===== src/rtl/adc_stream_packetizer.sv =====
// adc_stream_packetizer
// Packs pairs of 16-bit ADC samples into 32-bit AXI4-Stream beats for the DMA S2MM port.
// A start pulse latches the packet length. Completed words go through a FWFT FIFO with a
// registered output stage. The final word carries a tlast tag.
//
// Ports:
//   clk, resetn      system clock, asynchronous active-low reset
//   start            capture request pulse (ignored while busy)
//   pkt_size         packet length in bytes; bits [1:0] ignored
//   adc_data/valid   sample input, no backpressure
//   m_axis_*         AXI4-Stream master (tdata/tvalid/tready/tlast)
//   busy             capture or drain in progress
//   done             one-cycle pulse when the last beat handshakes (or after a zero-length start)
//   overflow         sticky: at least one completed word was dropped on a full FIFO
module adc_stream_packetizer #(
    parameter int unsigned FIFO_DEPTH = 64,
    parameter int unsigned SIZE_W     = 26
) (
    input  logic              clk,
    input  logic              resetn,
    input  logic              start,
    input  logic [SIZE_W-1:0] pkt_size,
    input  logic [15:0]       adc_data,
    input  logic              adc_valid,
    output logic [31:0]       m_axis_tdata,
    output logic              m_axis_tvalid,
    input  logic              m_axis_tready,
    output logic              m_axis_tlast,
    output logic              busy,
    output logic              done,
    output logic              overflow
);

    localparam int unsigned AW = $clog2(FIFO_DEPTH);
    localparam int unsigned WW = SIZE_W - 2;
    localparam logic [AW:0] PtrOne = 1;
    localparam logic [WW-1:0] WordOne = 1;

    typedef enum logic [1:0] {StIdle, StCapture, StDrain} state_e;

    state_e          state_q, state_d;
    logic [WW-1:0]   words_q, words_d;
    logic            phase_q, phase_d;
    logic [15:0]     held_q, held_d;
    logic            ovf_q, ovf_d;
    logic            done_q, done_d;

    logic [AW:0]     wr_ptr_q, rd_ptr_q;
    logic [32:0]     mem [FIFO_DEPTH];
    logic            out_valid_q, out_last_q;
    logic [31:0]     out_data_q;

    logic            fifo_empty, fifo_full, pop, last_hs;
    logic            wr_en, wr_last;
    logic [WW-1:0]   size_words;

    logic            unused_size;
    assign unused_size = ^pkt_size[1:0];

    assign size_words = pkt_size[SIZE_W-1:2];
    assign fifo_empty = (wr_ptr_q == rd_ptr_q);
    assign fifo_full  = (wr_ptr_q[AW] != rd_ptr_q[AW]) &&
                        (wr_ptr_q[AW-1:0] == rd_ptr_q[AW-1:0]);
    // Refill the output register whenever it is empty or being consumed this cycle.
    assign pop        = !fifo_empty && (!out_valid_q || m_axis_tready);
    assign last_hs    = out_valid_q && m_axis_tready && out_last_q;

    always_comb begin
        state_d = state_q;
        words_d = words_q;
        phase_d = phase_q;
        held_d  = held_q;
        ovf_d   = ovf_q;
        done_d  = 1'b0;
        wr_en   = 1'b0;
        wr_last = 1'b0;
        case (state_q)
            StIdle: begin
                if (start) begin
                    words_d = size_words;
                    ovf_d   = 1'b0;
                    phase_d = 1'b0;
                    if (size_words == '0) begin
                        done_d = 1'b1;
                    end else begin
                        state_d = StCapture;
                    end
                end
            end
            StCapture: begin
                if (adc_valid) begin
                    if (!phase_q) begin
                        held_d  = adc_data;
                        phase_d = 1'b1;
                    end else begin
                        phase_d = 1'b0;
                        // A pop on the same edge frees a slot, so a full FIFO can still accept.
                        if (!fifo_full || pop) begin
                            wr_en   = 1'b1;
                            words_d = words_q - WordOne;
                            if (words_q == WordOne) begin
                                wr_last = 1'b1;
                                state_d = StDrain;
                            end
                        end else begin
                            ovf_d = 1'b1;
                        end
                    end
                end
            end
            StDrain: begin
                if (last_hs) begin
                    state_d = StIdle;
                end
            end
            default: state_d = StIdle;
        endcase
    end

    always_ff @(posedge clk or negedge resetn) begin
        if (!resetn) begin
            state_q <= StIdle;
            words_q <= '0;
            phase_q <= 1'b0;
            held_q  <= '0;
            ovf_q   <= 1'b0;
            done_q  <= 1'b0;
        end else begin
            state_q <= state_d;
            words_q <= words_d;
            phase_q <= phase_d;
            held_q  <= held_d;
            ovf_q   <= ovf_d;
            done_q  <= done_d;
        end
    end

    // Storage array is not reset; the pointers alone define its contents.
    always_ff @(posedge clk) begin
        if (wr_en) begin
            mem[wr_ptr_q[AW-1:0]] <= {wr_last, adc_data, held_q};
        end
    end

    always_ff @(posedge clk or negedge resetn) begin
        if (!resetn) begin
            wr_ptr_q    <= '0;
            rd_ptr_q    <= '0;
            out_valid_q <= 1'b0;
            out_last_q  <= 1'b0;
            out_data_q  <= '0;
        end else begin
            if (wr_en) begin
                wr_ptr_q <= wr_ptr_q + PtrOne;
            end
            if (pop) begin
                rd_ptr_q                 <= rd_ptr_q + PtrOne;
                {out_last_q, out_data_q} <= mem[rd_ptr_q[AW-1:0]];
                out_valid_q              <= 1'b1;
            end else if (m_axis_tready) begin
                out_valid_q <= 1'b0;
            end
        end
    end

    assign m_axis_tdata  = out_data_q;
    assign m_axis_tvalid = out_valid_q;
    assign m_axis_tlast  = out_last_q;
    assign busy          = (state_q != StIdle);
    assign done          = done_q || (last_hs && (state_q == StDrain));
    assign overflow      = ovf_q;

endmodule


===== config.mk =====
export PLATFORM = sky130hd
export DESIGN_NAME = adc_stream_packetizer
export DESIGN_NICKNAME = d
export VERILOG_FILES = /design/src/rtl/adc_stream_packetizer.sv
export SDC_FILE = /design/constraint.sdc
export NUM_CORES = 2
export LEC_CHECK = 0
export CAP_MARGIN = 10
export CORE_ASPECT_RATIO = 1.1
export CORE_UTILIZATION = 60
export CTS_BUF_LIST = sky130_fd_sc_hd__clkbuf_16
export DETAILED_ROUTE_END_ITERATION = 8
export PLACE_DENSITY = 0.81
export SETUP_SLACK_MARGIN = 0.4
export SLEW_MARGIN = 20
export SYNTH_ARGS = -nofsm -noshare
export SYNTH_HDL_FRONTEND = slang
export SYNTH_SLANG_ARGS = --single-unit

===== constraint.sdc =====
create_clock -name clk -period 9.8 [get_ports clk]
set_clock_uncertainty 0.15 [all_clocks]
set_input_delay 2.94 -clock clk [delete_from_list [all_inputs] [get_ports clk]]
set_output_delay 2.94 -clock clk [all_outputs]
set_load 0.01 [all_outputs]

## After elaboration in Yosys (flattened, before gate mapping)

Memories as Yosys holds them, arrays and structs flattened. A register that Yosys moved wholly into a read port is not among the register bits.
Cells that the tools add are included.
Widths: inputs -> output; s select.

| operators by class | value |
|---|---|
| add/sub/neg operators | 3 |
| equal/unequal tests | 14 |
| muxes and demuxes | 37 |
| bitwise operators | 1 |
| reduce and logical (&&, ||, !) cells | 22 |

Operator list:

| kind | count |
|---|---|
| $mux 24 | 4 |
| $pmux 24 s2 | 1 |
| $eq 24x1->1 const B | 1 |
| $logic_not 24->1 | 1 |
| $sub 24x1->24 const B | 1 |
| $mux 1 | 22 |
| $ne 2x2->1 const B | 8 |
| $add 7x1->7 const B | 2 |
| $mux 2 | 7 |
| $reduce_and 5->1 | 2 |
| $eq 7x7->1 | 1 |
| $reduce_and 7->1 | 1 |
| $eq 6x6->1 | 1 |
| $pmux 2 s3 | 1 |
| $reduce_and 3->1 | 2 |
| $reduce_bool 2->1 | 3 |
| $logic_and 1x1->1 | 5 |
| $logic_not 1->1 | 4 |
| $pmux 1 s2 | 2 |
| $logic_or 1x1->1 | 3 |
| $eq 2x1->1 const B | 1 |
| $eq 2x2->1 const B | 1 |
| $logic_not 2->1 | 1 |
| $ne 1x1->1 | 1 |
| $not 1->1 | 1 |

| word-level totals | value |
|---|---|
| bits in registers | 60 |
| RAM bits | 2112 |
| bits of input ports | 47 |
| output and inout bits | 37 |
| word-level logic and storage cells | 87 |
| memories | 1 |

Memory list:

| name | words | bits a word | rd ports | clocked after Yosys merged registers in | wr ports | RTL line | text |
|---|---|---|---|---|---|---|---|
| mem | 64 | 33 | 1 | 1 | 1 | 49 | `logic [32:0] mem [FIFO_DEPTH];` |

## Longest topological paths before layout

| logic depth | value |
|---|---|
| depth in word-level cells | 10 |
| depth in mapped cells | 11 |
| mapped depth without buffers | 7 |

## Worst setup path after synthesis

OpenSTA, ideal clock, no wires.

| timing | value |
|---|---|
| kind | in2out |
| from | in m_axis_tready |
| to | out done |
| arrival | 3.233 ns |
| required time | 6.710 ns |
| path slack | 3.477 ns |
| stages on the path | 2 |
| path buffers | 0 |
| path through | nand3_1 > o21bai_1 |

| between the ends | value |
|---|---|
| longest elaborated chain between the ends | 4 |

RTL lines:

| what | RTL line | text |
|---|---|---|
| from (decl) | 27 | `input logic m_axis_tready,` |
| $logic_and 1x1->1 (2 in a row) | 66 | `assign last_hs = out_valid_q && m_axis_tready && out_last_q;` |
| $logic_and 1x1->1 | 170 | `assign done = done_q \|\| (last_hs && (state_q == StDrain));` |
| $logic_or 1x1->1 | 170 |  |
| to (decl) | 30 | `output logic done,` |

Every way passes these cells.

## Worst setup path after layout

Same ends and word-level chain as after synthesis.

==> flow_summary.yaml <==
grt:
  grt.total_usage_pct: 29.6
  antenna_found_initial: 10
  grt_pass1_vias: 45352
  grt-ovfl-total: 0
  grt_max_degree: 126
  grt_first_pass_wirelength_um: 305000
detailed_routing:
  totalWireLength_um: 214000
  avgRoutedWirePerCell_um: 32.4
  viasPerCell: 6.87
  drt_first_pass_iters: 6
  first_iter_violations: 7123
  ant_nets: 0
  remaining_drc_errors: 0
  vias: 45354
sta:
  tns_ps: 0
  min_period_ps: 7820
  final_hold_viol_count: 0
  period_share_pct: 79.8
  drv_slew: 0
  rsz0062_at_grt: "false"
  slew_headroom_pct: 18.6
  fmax_ghz: 0.128
  finalSetupViolCount: 0
  worst_pin_slew_ps: 1210
floorplan:
  dieHeight_um: 399
  die_area_um2: 144000
  die_w_um: 363
  coreArea_um2: 142000
  rows: 145
  start_util_pct: 60.5
  ios: 84
setup_path:
  max_stage_delay_ps: 730
  r2r-end: "m_axis_tdata[15]$_DFFE_PN0P_"
  crit_end: "done"
  crit_type: "in2out"
  path_common_cell: "clkdlybuf4s50_1"
  worstRegToRegCells: 9
  setup.worst_path.end_class: "primary output"
  crit_arrival_ps: 4730
  r2r_start: "rd_ptr_q[2]$_DFFE_PN0P_"
  slowest_stage: "clkdlybuf4s50_1"
  crit_fanout: 3
  crit_path_cell_trace: "clkdlybuf4s50_1 -> nand3_1 -> o21bai_1 -> clkdlybuf4s50_1"
  crit_required_ps: 6710
  start_kind: "input pin"
  crit_start: "m_axis_tready"
  reg2reg_slack_ps: 4590
clock_network:
  post_cts_buffers: 0
  cts.sinks: 2205
  cts_buffers: 203
  hold_buffers: 0
  clkSlewWorstSetupHoldPaths_ps: 60
  insertion_delay_ps: 830
  clock_path_buffers: 3
  clockRootBuffer: "clkbuf_16"
  cts_tree: "done"
  ctsResizeCount: 0
  h-tree-depth: 4
logic_synthesis:
  syn_avg_cell_area_um2: 19.7
  syn_area_um2: 85800
  synth_cells: 4351
  synth_async_sr_flop_share_pct: 4.22
  synth_edf_count: 2112
  synthesis.nets: 4402
  ys_types: 78
  yosys_most_used_dff: "edfxtp_1"
  seq_area_frac_synth_pct: 76.7
  synth-seq-cells: 2205
  yosys_warnings: 0
pwr:
  power_density_nw_per_um2: 275
  leakage_nw: 31.6
  peakVddDrop_v: 0.000290
layout:
  fin_nets: 4559
  drive_gt1_share_pct: 17.3
  final_cells: 6599
  stdcell_area_um2: 95400
  mostFrequentLayoutCells: "edfxtp_1 (2112), mux2i_1 (574), mux4_2 (242)"
  syn_to_final_growth_pct: 11.3
  final_common_cell: "edfxtp_1"
place:
  dpl_cell_area_um2: 88700
  port_buffers: 81
  gp_congestion: 0.833
  hpwlAfterDp_um: 109000
  dpl.cell_count: 6208
outcome:
  status: "finished clean"
min_path:
  min_path_type: "reg2reg"
job:
  maxCapViolCount: 0
synth_stat cells (15+ instances only):
| master | count | share of area, % |
|---|---|---|
| edfxtp_1 | 2112 | 74 |
| nand3_1 | 98 | 0.57 |
| a211oi_1 | 36 | 0.32 |
| a21oi_1 | 58 | 0.34 |
| clkbuf_1 | 100 | 0.44 |
| a211o_1 | 15 | 0.15 |
| o22ai_1 | 31 | 0.23 |
| a22oi_1 | 235 | 2.1 |
| a22o_1 | 22 | 0.22 |
| mux4_2 | 242 | 6.4 |
| nand2_1 | 70 | 0.31 |
| mux2_2 | 17 | 0.22 |
| mux2i_1 | 574 | 6.7 |
| nor2_1 | 136 | 0.60 |
| buf_6 | 46 | 0.60 |
| dfrtp_1 | 93 | 2.7 |
| buf_4 | 33 | 0.29 |
| a31oi_1 | 24 | 0.18 |
| o21ai_0 | 49 | 0.29 |
| o221ai_1 | 26 | 0.27 |
| a221oi_1 | 28 | 0.29 |
| buf_2 | 48 | 0.28 |
cell families (layout without fill, tap and decap cells):
| family | Yosys count | after routing | synth area share [%] |
|---|---|---|---|
| DFF | 2205 | 2205 | 76.7 |
| muxes | 842 | 842 | 13.6 |
| AOI/OAI and AO/OA | 609 | 609 | 5.18 |
| and+or+nand+nor | 400 | 400 | 2.25 |
| buffers and inverters | 272 | 605 | 2.11 |
| xor gates and xnor gates | 19 | 19 | 0.194 |
| adders and majority gates | 4 | 4 | 0.0584 |
| other | 0 | 4 | 0 |
critical path: cells and delay by family:
family	cells	cell delay (ps)
buffers and inverters	2	1360
AND/OR/NAND/NOR	1	230
AO/OA/AOI/OAI	1	190
flip-flops by register name, summed over array words and instances, names as in the netlist:
register	count
mem	2112
m_axis_tdata	32
words_q	24
held_q	16
rd_ptr_q	7
wr_ptr_q	7
state_q	2
done_q	1
m_axis_tlast	1
m_axis_tvalid	1
overflow	1
phase_q	1
per-layer routing:
metal  track usage (%)  routed length [um]
met5                 0                  27
met4              12.5                9080
met3              6.63               26400
met2              47.5              103000
met1              39.4               74700
worst min-delay path by stage:
| stage | cells after the start | end | slack (ps) | from |
|---|---|---|---|---|
| CTS | 1 | wr_ptr_q[6]$_DFFE_PN0P_ | 340 | wr_ptr_q[6]$_DFFE_PN0P_ |
| floorplan | 1 | words_q[22]$_DFFE_PN0P_ | 310 | words_q[22]$_DFFE_PN0P_ |
| detailed placement | 1 | wr_ptr_q[6]$_DFFE_PN0P_ | 330 | wr_ptr_q[6]$_DFFE_PN0P_ |
| global placement | 1 | words_q[22]$_DFFE_PN0P_ | 320 | words_q[22]$_DFFE_PN0P_ |
| global route | 1 | rd_ptr_q[6]$_DFFE_PN0P_ | 360 | rd_ptr_q[6]$_DFFE_PN0P_ |
| finish | 1 | wr_ptr_q[6]$_DFFE_PN0P_ | 350 | wr_ptr_q[6]$_DFFE_PN0P_ |
report_power, final:
group	switching [mW]	total [mW]	internal (mW)
logic	4.30	6.97	2.67
registers	0.584	11.5	10.9
clock network	3.40	7.73	4.32
total	8.29	26.2	17.9
cell type report:
cell class | instances | area (um2)
Antenna cell | 4 | 10.0
Clock buffer | 209 | 5230
Clock inverter | 172 | 1260
Fill cell | 8545 | 46400
Inverter | 11 | 41.3
Multi-Input combinational cell | 1874 | 18800
Sequential cell | 2205 | 65800
Tap cell | 1911 | 2390
Timing Repair Buffer | 213 | 1920
stage by stage:
step / util [%] / power [mW] / hold WS, ps / setup slack (ps)
after floorplan: - / 16.2 / 307 / 3480
after global placement: 62.5 / 18.2 / 322 / 1970
after detailed placement: 62.5 / 18.4 / 329 / 1980
after CTS: 67.1 / 26.1 / 344 / 1970
after global routing: 67.3 / 26.9 / 360 / 1890
final: 67.3 / 26.2 / 346 / 1980
(Power assumes the default switching activity.)
